<file path="src/rtl/residual_pkg.sv">
// Shared types and element arithmetic for the residual stream adder.
package residual_pkg;

    typedef enum logic [1:0] {
        S_IDLE,
        S_RUN,
        S_DRAIN,
        S_DONE
    } state_t;

    localparam int RP_DW = 16;

    // Single-element reference of the datapath: returns {ovf, result}.
    function automatic logic [RP_DW:0] sat_add(
        input logic [RP_DW-1:0] x,
        input logic [RP_DW-1:0] sub,
        input int unsigned      shift,
        input logic             sat
    );
        logic signed [RP_DW:0] s;
        logic                  ov;
        logic [RP_DW-1:0]      r;
        s  = $signed({x[RP_DW-1], x})
           + ($signed({sub[RP_DW-1], sub}) >>> shift);
        ov = s[RP_DW] ^ s[RP_DW-1];
        r  = s[RP_DW-1:0];
        if (ov && sat)
            r = s[RP_DW] ? {1'b1, {(RP_DW-1){1'b0}}}
                         : {1'b0, {(RP_DW-1){1'b1}}};
        return {ov, r};
    endfunction

endpackage

</file>
<file path="src/rtl/residual_lane_add.sv">
// One lane: shifted add into DW+1 bits, then overflow detect and clamp.
module residual_lane_add #(
    parameter int DATA_WIDTH = 16,
    parameter int SUB_SHIFT  = 0
) (
    input  logic [DATA_WIDTH-1:0] i_x,
    input  logic [DATA_WIDTH-1:0] i_sub,
    output logic [DATA_WIDTH:0]   o_sum,
    input  logic [DATA_WIDTH:0]   i_sum,
    input  logic                  i_sat,
    output logic [DATA_WIDTH-1:0] o_y,
    output logic                  o_ovf
);
    localparam int DW = DATA_WIDTH;

    logic signed [DW:0] w_x;
    logic signed [DW:0] w_sub;

    assign w_x   = $signed({i_x[DW-1], i_x});
    assign w_sub = $signed({i_sub[DW-1], i_sub}) >>> SUB_SHIFT;
    assign o_sum = w_x + w_sub;

    // The clamp half works on the registered sum from the previous stage.
    assign o_ovf = i_sum[DW] ^ i_sum[DW-1];

    always_comb begin
        o_y = i_sum[DW-1:0];
        if (o_ovf && i_sat)
            o_y = i_sum[DW] ? {1'b1, {(DW-1){1'b0}}}
                            : {1'b0, {(DW-1){1'b1}}};
    end

endmodule

</file>
<file path="src/rtl/residual_stream_add.sv">
// Lane-parallel residual adder y = x + (sub >>> SUB_SHIFT) over one tile,
// two-stage pipeline with valid/ready flow control and sticky overflow.
module residual_stream_add
    import residual_pkg::*;
#(
    parameter int DATA_WIDTH = 16,
    parameter int SEQ_LEN    = 8,
    parameter int EMB_DIM    = 8,
    parameter int LANES      = 4,
    parameter int SUB_SHIFT  = 0
) (
    input  logic                        clk,
    input  logic                        rst_n,
    input  logic                        start,
    input  logic                        sat_en,
    output logic                        busy,
    output logic                        done,
    output logic                        ovf,
    input  logic                        in_valid,
    output logic                        in_ready,
    input  logic [DATA_WIDTH*LANES-1:0] x_in,
    input  logic [DATA_WIDTH*LANES-1:0] sub_in,
    output logic                        out_valid,
    input  logic                        out_ready,
    output logic [DATA_WIDTH*LANES-1:0] y_out,
    output logic                        out_last
);
    localparam int DW    = DATA_WIDTH;
    localparam int SW    = DW + 1;
    localparam int BEATS = SEQ_LEN * EMB_DIM / LANES;
    localparam int CW    = $clog2(BEATS + 1);
    localparam logic [CW-1:0] BEATS_C = CW'(BEATS);
    localparam logic [CW-1:0] LAST_C  = CW'(BEATS - 1);

    if ((EMB_DIM % LANES) != 0) begin : g_bad_lanes
        $error("EMB_DIM must be a multiple of LANES");
    end
    if (SUB_SHIFT < 0 || SUB_SHIFT >= DATA_WIDTH) begin : g_bad_shift
        $error("SUB_SHIFT out of range");
    end

    state_t              r_state;
    state_t              w_next;
    logic                r_sat;
    logic                r_ovf;
    logic [CW-1:0]       r_in_cnt;
    logic [CW-1:0]       r_out_cnt;
    logic                r_v1;
    logic                r_last1;
    logic [LANES*SW-1:0] r_sum1;
    logic                r_v2;
    logic                r_last2;
    logic [LANES*DW-1:0] r_y2;

    logic [LANES*SW-1:0] w_sum;
    logic [LANES*DW-1:0] w_y;
    logic [LANES-1:0]    w_lane_ovf;
    logic                w_adv1;
    logic                w_adv2;
    logic                w_in_fire;
    logic                w_out_fire;
    logic                w_start;
    logic                w_beat_ovf;

    for (genvar k = 0; k < LANES; k++) begin : g_lane
        residual_lane_add #(
            .DATA_WIDTH(DW),
            .SUB_SHIFT (SUB_SHIFT)
        ) u_lane (
            .i_x  (x_in[k*DW +: DW]),
            .i_sub(sub_in[k*DW +: DW]),
            .o_sum(w_sum[k*SW +: SW]),
            .i_sum(r_sum1[k*SW +: SW]),
            .i_sat(r_sat),
            .o_y  (w_y[k*DW +: DW]),
            .o_ovf(w_lane_ovf[k])
        );
    end

    assign w_adv2     = !r_v2 || out_ready;
    assign w_adv1     = !r_v1 || w_adv2;
    assign in_ready   = (r_state == S_RUN) && (r_in_cnt < BEATS_C) && w_adv1;
    assign w_in_fire  = in_valid && in_ready;
    assign w_out_fire = r_v2 && out_ready;
    assign w_start    = (r_state == S_IDLE) && start;
    assign w_beat_ovf = r_v1 && w_adv2 && (|w_lane_ovf);

    always_comb begin
        w_next = r_state;
        unique case (r_state)
            S_IDLE:  if (start) w_next = S_RUN;
            S_RUN:   if (r_in_cnt == BEATS_C) w_next = S_DRAIN;
            S_DRAIN: if (w_out_fire && r_out_cnt == LAST_C) w_next = S_DONE;
            S_DONE:  w_next = S_IDLE;
            default: w_next = S_IDLE;
        endcase
    end

    always_ff @(posedge clk or negedge rst_n) begin
        if (!rst_n) begin
            r_state   <= S_IDLE;
            r_sat     <= 1'b0;
            r_ovf     <= 1'b0;
            r_in_cnt  <= '0;
            r_out_cnt <= '0;
        end else begin
            r_state <= w_next;
            if (w_start) begin
                r_sat     <= sat_en;
                r_ovf     <= 1'b0;
                r_in_cnt  <= '0;
                r_out_cnt <= '0;
            end else begin
                if (w_in_fire)  r_in_cnt  <= r_in_cnt + 1'b1;
                if (w_out_fire) r_out_cnt <= r_out_cnt + 1'b1;
                if (w_beat_ovf) r_ovf     <= 1'b1;
            end
        end
    end

    always_ff @(posedge clk or negedge rst_n) begin
        if (!rst_n) begin
            r_v1    <= 1'b0;
            r_last1 <= 1'b0;
            r_sum1  <= '0;
            r_v2    <= 1'b0;
            r_last2 <= 1'b0;
            r_y2    <= '0;
        end else begin
            if (w_adv1) begin
                r_v1 <= w_in_fire;
                if (w_in_fire) begin
                    r_sum1  <= w_sum;
                    r_last1 <= (r_in_cnt == LAST_C);
                end
            end
            if (w_adv2) begin
                r_v2 <= r_v1;
                if (r_v1) begin
                    r_y2    <= w_y;
                    r_last2 <= r_last1;
                end
            end
        end
    end

    assign busy      = (r_state == S_RUN) || (r_state == S_DRAIN);
    assign done      = (r_state == S_DONE);
    assign ovf       = r_ovf;
    assign out_valid = r_v2;
    assign y_out     = r_y2;
    assign out_last  = r_v2 && r_last2;

endmodule

</file>
<file path="config.mk">
export PLATFORM = sky130hd
export DESIGN_NAME = residual_stream_add
export DESIGN_NICKNAME = d
export VERILOG_FILES = /design/src/rtl/residual_pkg.sv /design/src/rtl/residual_lane_add.sv /design/src/rtl/residual_stream_add.sv
export SDC_FILE = /design/constraint.sdc
export NUM_CORES = 1
export LEC_CHECK = 0
export CORE_ASPECT_RATIO = 2
export CORE_MARGIN = 10
export CORE_UTILIZATION = 45
export DETAILED_ROUTE_END_ITERATION = 6
export DONT_BUFFER_PORTS = 1
export GPL_TIMING_DRIVEN = 1
export PLACE_DENSITY = 0.71
export SYNTH_ARGS = -nofsm -noshare
export SYNTH_HDL_FRONTEND = slang
export SYNTH_SLANG_ARGS = --single-unit
export TNS_END_PERCENT = 5
</file>
<file path="constraint.sdc">
create_clock -name clk -period 1.8 [get_ports clk]
set_input_delay 0.09 -clock clk [delete_from_list [all_inputs] [get_ports clk]]
set_output_delay 0.09 -clock clk [all_outputs]
set_load 0.03 [all_outputs]
</file>
== After elaboration in Yosys (flattened, before gate mapping) ==
Index checks and enable logic that the tools add are counted.
Cells by class
  $add $sub $neg: 6
  $lt $le $gt $ge: 1
  eq/ne operators: 9
  multiplexer cells: 18
  bitwise logic cells: 4
  reduce and logical (&&, ||, !) cells: 26
Operators by type and width (number)
  16-bit 2-to-1 mux: 8
  16-bit by 16-bit adder with 17-bit output: 4
  5-bit 2-to-1 mux: 4
  1-bit logical AND: 13
  5-bit by 1-bit adder with 5-bit output, second input constant: 2
  5-bit by 4-bit equality test with 1-bit output, second input constant: 2
  2-bit one-hot mux with 4 select lines: 1
  2-bit 2-to-1 mux: 3
  2-bit inequality test, second input constant: 3
  2-bit nonzero test: 3
  5-bit equality test, second input constant: 1
  5-bit < comparator, second input constant: 1
  2-bit equality test, second input constant: 2
  2-bit AND reduction: 2
  4-bit OR reduction: 1
  1-bit XOR: 4
  1-bit logical OR: 3
  3-bit AND reduction: 1
  2-bit by 1-bit equality test with 1-bit output, second input constant: 1
  1-bit logical NOT: 2
  2-bit logical NOT: 1
  1-bit 2-to-1 mux: 2
Word-level totals
  register bits after elaboration: 150
  input port bits: 134
  output and inout bits: 70
  word-level logic and storage cells: 75

== Longest topological paths before layout ==
Gate-level depths: netlist of the first run.
  depth in word-level cells: 7
  mapped depth: 9
  mapped depth without buffers: 8

== Cells and area by module ==
A second synthesis of the first run with hierarchy kept.
Unflattened totals
  cell total of the unflattened synthesis: 989
  area, all modules: 10201.0 um2
Modules (own cells, without submodules)
  residual_stream_add: times used 1, cells each 369, area each 6063.3 um2, seq. area each 3753.6 um2
  residual_lane_add at g_lane[0].u_lane ...: times used 3, cells each 148, area each 1014.7 um2, seq. area each 0.0 um2
  residual_lane_add at g_lane[3].u_lane: times used 1, cells each 176, area each 1093.5 um2, seq. area each 0.0 um2

== Worst setup path before layout of the first run ==
OpenSTA, ideal clock, no wires.
  path type: reg2reg
  start: register r_v2, in the netlist out_valid
  end: register r_sum1[15]
  library setup time: 0.128 ns
  arrival: 2.516 ns
  data required time: 1.672 ns
  setup slack: -0.844 ns
  cell stages (with the launch flop): 9
  path buffers: 3
  clock period less this slack: 2.644 ns
  path through: dfrtp_1 -> and3b_1 -> nor3b_1 -> nand2_1 -> buf_2 -> buf_2 -> buf_1 -> nand2_1 -> o41ai_2
Between the ends
  word-level cells in the longest chain between the ends: 6
Ends and longest elaborated chain
  from (decl): RTL line residual_stream_add.sv:51  | logic r_v2;
  from (signal assigned): RTL line residual_stream_add.sv:138  | r_v2 <= r_v1;
  1-bit logical NOT: RTL line residual_stream_add.sv:80  | assign w_adv2 = !r_v2 || out_ready;
  1-bit logical OR: RTL line residual_stream_add.sv:80
  1-bit logical OR: RTL line residual_stream_add.sv:81  | assign w_adv1 = !r_v1 || w_adv2;
  1-bit logical AND: RTL line residual_stream_add.sv:82  | assign in_ready = (r_state == S_RUN) && (r_in_cnt < BEATS_C) && w_adv1;
  named net in_ready: RTL line residual_stream_add.sv:20  | output logic in_ready,
  1-bit logical AND: RTL line residual_stream_add.sv:83  | assign w_in_fire = in_valid && in_ready;
  2-bit AND reduction (no source line)
  to (signal assigned): RTL line residual_stream_add.sv:133  | r_sum1 <= w_sum;
  to (decl): RTL line residual_stream_add.sv:50  | logic [LANES*SW-1:0] r_sum1;
The timed path passes the listed nets, and every way through them passes these cells.
A chain may end at the register's enable or synchronous reset.

== Worst setup path after layout of the first run ==
  start: register r_state[1]
  end: register r_sum1[9]
Between the ends
  word-level cells in the longest chain between the ends: 5
Ends and longest elaborated chain
  from (decl): RTL line residual_stream_add.sv:42  | state_t r_state;
  from (signal assigned): RTL line residual_stream_add.sv:107  | r_state <= w_next;
  2-bit by 1-bit equality test with 1-bit output: RTL line residual_stream_add.sv:82
  1-bit logical AND (2 in series): RTL line residual_stream_add.sv:82
  1-bit logical AND: RTL line residual_stream_add.sv:83
  2-bit AND reduction (no source line)
Every way passes these cells.

==> results_dict.tcl, run 1 <==
set metrics [dict create \
    slew_headroom 0.611 \
    rsz0062_at_grt "yes" \
    cts_max_path_buffers 2 \
    yosys_warnings 0 \
    finalSetupViolCount 4 \
    overflow 0 \
    syn_area_mm2 0.00956 \
    final_nets 1442 \
    power_density_mw_per_mm2 1480 \
    diodes 0 \
    area_growth_pct 19.1 \
    drive_gt1_frac 0.142 \
    syn-instance-count 1145 \
    hold_path_class "primary input to async pin" \
    dp_hpwl_um 20300 \
    fin_crit_ns 1.83 \
    yosys-top-cells-count "nand2_1, o21ai_0, dfrtp_1" \
    synth_top_area_share 0.393 \
    ir_worst_vdd_mv 0.787 \
    critical_path_class "flip-flop to flip-flop" \
    yosys.area_share.adder 0.105 \
    muxShareOfSynthArea 0.0130 \
    status "finished, violations left" \
    hold_buffers 10 \
    path_clk_slew_ns 0.06 \
    postSynthAreaPerCell_um2 8.35 \
    p_leak_nw 5.29 \
    cts_tree "done" \
    final_area_mm2 0.0114 \
    report.final.slew_viol_count 0 \
    grt_pass1_vias 8759 \
    synth-edff-count 0 \
    final_cells 1512 \
    via_per_inst 5.57 \
    tightest_slew_ns 0.584 \
    ys_types 73 \
    critPathMaxFanout 8 \
    post_dp_cell_area_mm2 0.0105 \
    grt_max_degree 151 \
    multi_input_area_mm2 0.00563 \
    ys_async_sr_fraction 1.00 \
    register_area_mm2 0.00375 \
    routed_wl_um 27100 \
    max_clock_freq_ghz 0.547 \
    synth_xor_area_frac 0.0431 \
    die_area_mm2 0.0278 \
    wire_per_inst_um 17.9 \
    num_rows 75 \
    maxCapViolations 0 \
    fill_cells 1927 \
    insertion_delay_ns 0.44 \
    ant_nets 0 \
    die_h_um 226 \
    synth_area_leaders "dfrtp_1, nand2_1, o21ai_0, ha_1, xnor2_1" \
    setup.worst_path.start_class "flip-flop" \
    core_mm2 0.0209 \
    grt_pass1_wl_um 42800 \
    final.setup.worst_slack_ns -0.0279 \
    post-place-ws_ns -0.243 \
    drtIter0Drc 337 \
    root_buffer "clkbuf_16" \
    portBuffers 0 \
    critPathRequiredTime_ns 2.17 \
    synth_simple_gate_area_share 0.202 \
    start_util 0.457 \
    drtPass1Iterations 4 \
    grt_use_total 0.193 \
    ios 204 \
    fin_crit_sh 1.02 \
    synth-compound-area-share 0.214 \
    end_kind "flip-flop" \
    syn_nets 1357 \
    final_util 0.544 \
    synth_seq_cells 150 \
    cts_made_buffers 17 \
    fin_setup_tns_ns -0.0744 \
    vias 8423 \
    yosysTopAreaCell "dfrtp_1" \
    htree_levels 4 \
    finalPower_mw 16.9 \
    holdWs_ns -0.651 \
    route.detailed.drc 0 \
    hold_viol 150 \
    ys_seq_area_frac 0.393 \
    antenna_found_initial 0 \
    synth_top_family_by_area "compound AO/OA/AOI/OAI gates" \
    clock_sinks 150 \
    gp_congestion 0.920 \
    dp_cells 1453 \
    synth_most_common_cell "nand2_1" \
    die_w_um 123 \
    clock_skew_ns 0.00699 \
    violations "hold timing, setup timing" \
    ys.flop_type "dfrtp_1" \
    crit_arrival_ns 2.20 \
]
==> per-layer routing <==
layer	GRT usage	wire [um]	vias up
met2	0.365	15200	219
met5	0	0	-
met4	0.100	1240	0
li1	-	-	4196
met3	0.0450	1270	72
met1	0.185	9410	3936
==> where the power goes <==
part,total [mW],leakage [nW],internal [mW],switching (mW)
clock network,3.27,0.258,1.82,1.44
logic,6.40,3.13,2.78,3.61
registers,7.21,1.90,4.79,2.41
==> registers in the layout, indices dropped and copies added, names as in the netlist <==
name and count:
r_sum1 68, y_out 64, r_in_cnt 5, r_out_cnt 5
r_state 2, out_valid 1, ovf 1, r_last1 1
r_last2 1, r_sat 1, r_v1 1
==> worst max-delay path, cell delays in order (launching register included) <==
cell	delay, ns
dfrtp_1	0.39
inv_2	0.07
ha_2	0.19
nor3b_4	0.24
buf_6	0.15
nand2_8	0.10
or4_1	0.51
nand3_1	0.09
==> cell usage in the layout (no fill, tap or decap), drive strengths merged, types with 9 or more instances in the layout <==
master / netlist / final
and2: 15 / 15
mux2i: 9 / 9
a211oi: 21 / 21
nand3: 15 / 15
nand2: 291 / 292
xor2: 16 / 16
a21oi: 41 / 41
buf: 15 / 110
o31ai: 9 / 9
nor3b: 9 / 9
inv: 18 / 18
nand2b: 11 / 11
dlygate4sd3: 0 / 10
dfrtp: 150 / 150
o21ai: 192 / 192
xnor2: 31 / 31
a21o: 20 / 20
nor2: 56 / 56
clkbuf: 41 / 21
ha: 74 / 74
==> cell families after synthesis <==
kind of cell / count (synthesis)
AND/OR/NAND/NOR: 444
buffers and inverters: 74
AO/OA/AOI/OAI: 340
flip-flops: 150
multiplexers: 12
XOR/XNOR: 47
adder cells (fa/ha/maj): 78
==> cell type report <==
class	count	area share
Multi-Input combinational cell	922	0.495
Inverter	18	0.00594
Clock inverter	12	0.00715
Tap cell	269	0.0296
Sequential cell	150	0.330
Timing Repair Buffer	121	0.0928
Clock buffer	20	0.0401
==> timing repair <==
item / 4_1_cts / 5_1_grt
setup buffers: 4 / 10
pin swaps: 2 / 7
endpoints found under the hold margin: 163 / 150
setup endpoints to repair: 8 / 51
cloned: 1 / 2
resized for setup: 4 / 23
==> path summary, 6_finish.rpt <==
path                               to  depth (start not counted)  slack (ns)        from
max reg2reg                 r_sum1[9]                          7       -0.03  r_state[1]
min reg2reg                   r_last1                          2        0.47     r_last1
min                         y_out[57]                          0       -0.65       rst_n
min in group clk           r_sum1[15]                          3        0.01    in_valid
max in group asynchronous   y_out[30]                          0        2.21       rst_n
max                         r_sum1[9]                          7       -0.03  r_state[1]
No activity file was read; power rests on OpenSTA's default activity.
==> inputs of run 2 (changes only) <==
--- a/config.mk
+++ b/config.mk
@@ -14,5 +14,6 @@
 export PLACE_DENSITY = 0.71
 export SYNTH_ARGS = -nofsm -noshare
 export SYNTH_HDL_FRONTEND = slang
+export SYNTH_HIERARCHICAL = 1
 export SYNTH_SLANG_ARGS = --single-unit
 export TNS_END_PERCENT = 5
==> run 2 against run 1 <==
Compared with the run above:
- the flow finishes with violations (hold timing)
- global-route usage down 2.6 points
- clock skew fell by 0.00093 ns
- hold slack better by 0.013 ns
- routed wire length decreased by 8.4%
- non-clock buffer count down 30
- power decreased by 52%
- sequential share of layout area shrank 0.76 points
- first-iteration DRC count shrank 13%
- final cell count fell by 11%
- sequential power shrank 53%
==> results_dict.tcl, run 2 <==
set metrics [dict create \
    status "finished, violations left" \
    violations "hold timing" \
    die_area_mm2 0.0295 \
    grt_use_total 0.167 \
    ff2ff_path_depth 5 \
    synth_top_area_share 0.368 \
    syn_area_mm2 0.0102 \
    path_clk_slew_ns 0.06 \
    drtPass1Iterations 5 \
    grt_pass1_wl_um 40100 \
    critical_path_class "primary input to flip-flop" \
    num_rows 77 \
    root_buffer "clkbuf_16" \
    insertion_delay_ns 0.42 \
    critPathRequiredTime_ns 2.11 \
    rsz0062_at_grt "yes" \
    area_growth_pct 14.2 \
    synth-edff-count 0 \
    clock_sinks 150 \
    top_register "r_sum1" \
    crit_chain "ha_4 -> fa_2 -> a21o_1 -> a311o_2 -> a211oi_2 -> nor3_1 -> o311a_1 -> mux2_2" \
    wire_per_inst_um 18.3 \
    clock_skew_ns 0.00606 \
    core_mm2 0.0223 \
    die_h_um 233 \
    vias 7710 \
    tightest_slew_ns 0.625 \
    postSynthAreaPerCell_um2 10.3 \
    worst-path-buf-inv 0 \
    slew_headroom 0.583 \
    drtIter0Drc 293 \
    finalSetupViolCount 0 \
    finalPower_mw 8.14 \
    via_per_inst 5.70 \
    final_area_mm2 0.0116 \
    grt_pass1_vias 8012 \
    p_leak_nw 5.61 \
    start_util 0.458 \
    drive_gt1_frac 0.270 \
    end_kind "flip-flop" \
    synth_area_leaders "dfrtp_1, mux2_2, ha_1, mux2_4, nand2_1" \
    fill_cells 1952 \
    report.final.slew_viol_count 0 \
    fin_crit_ns 1.76 \
    cts_setup_buffers 0 \
    ios 204 \
    power_density_mw_per_mm2 699 \
    yosys-top-cells-count "dfrtp_1, mux2_2, nand2_1" \
    overflow 0 \
    ys_seq_area_frac 0.368 \
    ys.flop_type "dfrtp_1" \
    cts_max_path_buffers 2 \
    htree_levels 4 \
    max_stage_delay_ns 0.41 \
    diodes 0 \
    grt_max_degree 151 \
    routed_wl_um 24800 \
    r2r_setup_slack_ns 0.08 \
    route.detailed.drc 0 \
    critPathSlowestCell "a311o_2" \
    post_dp_cell_area_mm2 0.0109 \
    hold_viol 150 \
    crit_arrival_ns 2.07 \
    portBuffers 0 \
    synth_seq_cells 150 \
    gp_congestion 0.942 \
    crit_family "compound AO/OA/AOI/OAI gates" \
    ant_nets 0 \
    hold_path_class "primary input to async pin" \
    ir_worst_vdd_mv 0.490 \
    maxCapViolations 0 \
    largest_reg_flops 68 \
    setup.worst_path.start_class "primary input" \
    max_clock_freq_ghz 0.570 \
    fin_crit_sh 0.975 \
    antenna_found_initial 0 \
    final_common_cell "dfrtp_1" \
    holdWs_ns -0.637 \
    syn-instance-count 989 \
    hold_buffers 13 \
    ys_async_sr_fraction 1.00 \
    die_w_um 126 \
    timing.rr.end "r_in_cnt[4]" \
    synth_most_common_cell "dfrtp_1" \
    layout_common_cells "dfrtp_1, mux2_2, nand2_1" \
    syn_nets 1200 \
    yosys_warnings 6 \
    r2r-start "r_in_cnt[0]" \
    cts_tree "done" \
    dp_hpwl_um 19600 \
    yosysTopAreaCell "dfrtp_1" \
    cts_made_buffers 17 \
    final_nets 1275 \
    ys_types 68 \
    fin_setup_tns_ns 0 \
    critPathMaxFanout 3 \
]
==> run 2: worst max path at each step <==
| stage | start | end | depth (start not counted) |
|---|---|---|---|
| 5_1_grt | x_in[50] | r_sum1[64] | 7 |
| 4_1_cts | r_sat | y_out[11] | 5 |
| 6_report | x_in[48] | r_sum1[63] | 8 |
| 3_5_place_dp | x_in[48] | r_sum1[63] | 8 |
| 3_3_place_gp | x_in[48] | r_sum1[63] | 8 |
| 2_1_floorplan | x_in[48] | r_sum1[63] | 8 |
==> run 2: stage by stage <==
step	utilization	std cells	setup WS, ns
CTS	0.523	1352	0.0424
detailed placement	0.492	1308	-0.397
global placement	0.492	1308	-0.399
floorplan	-	989	-0.279
finish	0.523	1352	0.0449
global route	0.523	1352	-0.0375
==> run 2: layout make-up <==
cell class | instances | area, um^2 | share of cell area
Clock buffer | 22 | 464 | 0.0399
Clock inverter | 9 | 78.8 | 0.00677
Timing Repair Buffer | 91 | 786 | 0.0675
Inverter | 27 | 101 | 0.00870
Multi-Input combinational cell | 777 | 6120 | 0.525
Tap cell | 276 | 345 | 0.0297
Sequential cell | 150 | 3750 | 0.322
==> run 2: layer usage <==
| metal | global-route usage | part of all wire |
|---|---|---|
| met1 | 0.157 | 0.35 |
| met2 | 0.315 | 0.56 |
| met3 | 0.0471 | 0.052 |
| met4 | 0.0876 | 0.040 |
| met5 | 0 | 0 |
==> run 2: where the power goes <==
| part | switching [mW] | total (mW) | internal, mW |
|---|---|---|---|
| logic | 0.752 | 1.47 | 0.719 |
| clock network | 1.34 | 3.30 | 1.95 |
| registers | 0 | 3.37 | 3.37 |
| total | 2.09 | 8.14 | 6.05 |
==> run 2: cell families (layout without fill, tap and decap cells) <==
kind of cell,count (synthesis),in the layout,share of synthesized area
fa+ha+maj,77,77,0.0974
buf+inv,62,149,0.0362
flops,150,150,0.368
xor+xnor,54,54,0.0464
compound gates,224,224,0.151
simple gates,277,277,0.131
mux,145,145,0.170
==> run 2: what timing repair did <==
| action | CTS | global route |
|---|---|---|
| resized for setup | 2 | 4 |
| cloned | 0 | 0 |
| endpoints found under the setup margin | 9 | 21 |
| endpoints found under the hold margin | 164 | 150 |
==> inputs of run 3 (changes only) <==
--- a/config.mk
+++ b/config.mk
@@ -5,13 +5,14 @@
 export SDC_FILE = /design/constraint.sdc
 export NUM_CORES = 1
 export LEC_CHECK = 0
+export ABC_AREA = 1
 export CORE_ASPECT_RATIO = 2
 export CORE_MARGIN = 10
 export CORE_UTILIZATION = 45
 export DETAILED_ROUTE_END_ITERATION = 6
 export DONT_BUFFER_PORTS = 1
 export GPL_TIMING_DRIVEN = 1
-export PLACE_DENSITY = 0.71
+export PLACE_DENSITY = 0.69
 export SYNTH_ARGS = -nofsm -noshare
 export SYNTH_HDL_FRONTEND = slang
 export SYNTH_HIERARCHICAL = 1
==> constraint.sdc (replaced) <==
create_clock -name clk -period 1.9 [get_ports clk]
set_input_delay 0.095 -clock clk [delete_from_list [all_inputs] [get_ports clk]]
set_output_delay 0.095 -clock clk [all_outputs]
set_load 0.03 [all_outputs]
==> run 3 against run 2 <==
Compared with the run above:
- the run still ends with hold timing left
- synthesized cell count increased by 65%
- routed wire length up 9.2%
- non-clock buffer count is 53 lower
- clock power decreased by 3%
- setup slack improved by 0.12 ns
- via count up 24%
- largest power group unchanged
==> results_dict.tcl, run 3 <==
set metrics [dict create \
    status "finished, violations left" \
    drive_gt1_frac 0.0768 \
    fin_setup_tns_ns 0 \
    portBuffers 0 \
    synth_most_common_cell "nand2_1" \
    max_stage_delay_ns 0.42 \
    area_growth_pct 9.32 \
    ff2ff_path_depth 8 \
    fin_crit_sh 0.914 \
    path_depth 6 \
    clock_skew_ns 0.00942 \
    routed_wl_um 27100 \
    critPathMaxFanout 4 \
    die_area_mm2 0.0312 \
    p_leak_nw 7.14 \
    violations "hold timing" \
    layout_common_cells "nand2_1, inv_1, dfrtp_1" \
    fin_crit_ns 1.74 \
    ys_async_sr_fraction 1.00 \
    cp-startpoint "r_state[1]" \
    route.detailed.drc 0 \
    p_switching_mw 7.17 \
    grt_pass1_vias 9587 \
    largest_reg_flops 68 \
    p_int_mw 8.46 \
    crit_chain "inv_1 -> ha_1 -> inv_1 -> nor2_2 -> nand2_1 -> inv_1" \
    synth-edff-count 0 \
    ios 204 \
    drtIter0Drc 360 \
    tightest_slew_ns 0.466 \
    hold_buffers 22 \
    via_per_inst 4.88 \
    crit_family "flip-flops" \
    crit_arrival_ns 1.64 \
    swShare 0.459 \
    ant_nets 0 \
    final_nets 1864 \
    critical_path_class "flip-flop to primary output" \
    synth_seq_cells 150 \
    syn-instance-count 1634 \
    max_clock_freq_ghz 0.576 \
    antenna_found_initial 1 \
    slew_headroom 0.689 \
    crit_top_cell "inv_1" \
    grt_max_degree 151 \
    drtPass1Iterations 5 \
    start_util 0.456 \
    die_w_um 130 \
    yosys-top-cells-count "nand2_1, inv_1, dfrtp_1" \
    yosys_warnings 6 \
    cts_max_path_buffers 2 \
    overflow 0 \
    ys.flop_type "dfrtp_1" \
    holdWs_ns -0.644 \
    cts_tree "done" \
    root_buffer "clkbuf_16" \
    report.final.slew_viol_count 0 \
    post-place-ws_ns 0.237 \
    postSynthAreaPerCell_um2 6.67 \
    rsz0062_at_grt "no" \
    ys_types 29 \
    critPathSlowestCell "dfrtp_1" \
    hold_viol 150 \
    critPathRequiredTime_ns 1.80 \
    end_kind "primary output" \
    core_mm2 0.0239 \
    power_frac_clock 0.204 \
    syn_area_mm2 0.0109 \
    maxCapViolations 0 \
    yosysTopAreaCell "dfrtp_1" \
    hold_path_class "primary input to async pin" \
    final.setup.worst_slack_ns 0.164 \
    num_rows 80 \
    insertion_delay_ns 0.43 \
    wire_per_inst_um 13.9 \
    power_density_mw_per_mm2 1310 \
    vias 9543 \
    setup.worst_path.start_class "flip-flop" \
    ir_worst_vdd_mv 0.532 \
    grt_pass1_wl_um 44900 \
    ys_seq_area_frac 0.344 \
    finalSetupViolCount 0 \
    cts_made_buffers 17 \
    clock_sinks 150 \
    r2r-start "r_state[1]" \
    dp_hpwl_um 21100 \
    gp_congestion 0.869 \
    grt_use_total 0.177 \
    syn_nets 1845 \
    top_register "r_sum1" \
    die_h_um 240 \
    combPwrFrac 0.377 \
    htree_levels 4 \
    synth_area_leaders "dfrtp_1, nand2_1, inv_1, ha_1, o21ai_2" \
    seqPwrFrac 0.419 \
    final_common_cell "nand2_1" \
    synth_top_area_share 0.344 \
    path_clk_slew_ns 0.07 \
    worst-path-buf-inv 3 \
]
-- run 3: changes by cell type in the layout (fill, tap and decap cells not counted), moves of 12 or more --
cell | previous run | this run
mux2_4 | 30 | 0
nand2b_1 | 12 | 0
nand3_1 | 17 | 51
nor2_1 | 89 | 41
a21oi_1 | 54 | 37
nand2_1 | 99 | 822
o21ai_0 | 73 | 28
inv_1 | 27 | 251
a21o_1 | 22 | 0
xnor2_1 | 29 | 7
inv_2 | 0 | 14
mux2_2 | 107 | 0
buf_4 | 73 | 12
o21ai_2 | 0 | 40
-- run 3: final timing paths --
check | slack (ns) | endpoint
min in group clk | 0.03 | r_sum1[3]
setup reg to reg | 0.28 | r_last1
setup / recovery | 0.16 | in_ready
max in group asynchronous | 2.33 | y_out[17]
hold reg to reg | 0.48 | r_sum1[13]
hold / removal | -0.64 | y_out[42]
-- run 3: layout make-up --
type                       count  area (um^2)
clock buffer                  18          439
tap                          287          359
antenna                        1         2.50
inverter                     265          995
multi-input combinational   1181         5860
sequential                   150         3750
clock inverter                14          118
fill                        2399        12000
timing repair buffer          38          390
-- run 3: cells by family (layout without fill, tap and decap cells) --
kind of cell / Yosys count / in the layout / share of synthesized area
xor+xnor: 28 / 28 / 0.0225
other cells: 0 / 1 / 0
buf+inv: 303 / 335 / 0.119
compound gates: 110 / 110 / 0.0696
flops: 150 / 150 / 0.344
fa+ha+maj: 77 / 77 / 0.0911
simple gates: 966 / 966 / 0.353
-- run 3: worst reg2reg max path, stage by stage, from the launching register on --
cell and delay [ns]:
dfrtp_1 0.42, inv_1 0.10, ha_1 0.17, inv_1 0.05
nor2_2 0.15, nand3_4 0.11, inv_2 0.09, buf_4 0.27
o21ai_0 0.13
-- run 3: repair_timing --
item	4_1_cts	5_1_grt
endpoints found under the setup margin	0	1
gates resized for setup	0	1
setup buffers	0	0
hold endpoints to repair	172	150
-- run 3: power groups by stage --
stage                     logic, mW  registers [mW]  clock network, mW
after global placement         5.77            6.61                  0
after CTS                      6.00            6.60               3.27
after detailed placement       5.90            6.64                  0
final                          5.89            6.55               3.19
after floorplan                4.86            6.32                  0
after global routing           6.83            6.74               3.42
-- run 3: metal layers --
metal | track usage | wire length (um) | up-vias
met5 | 0 | 0 | -
met2 | 0.338 | 15100 | 212
met4 | 0.0678 | 649 | 0
met1 | 0.176 | 9950 | 4336
met3 | 0.0424 | 1370 | 40
li1 | - | - | 4955
-- run 3: through the flow --
stage	utilization	power, mW	instance area, um^2	std cells	hold WS, ns
floorplan	-	11.2	10900	1634	-0.201
global placement	0.465	12.4	11100	1899	-0.196
detailed placement	0.465	12.5	11100	1899	-0.196
CTS	0.498	15.9	11900	1953	-0.668
global route	0.498	17.0	11900	1954	-0.676
finish	0.498	15.6	11900	1954	-0.644
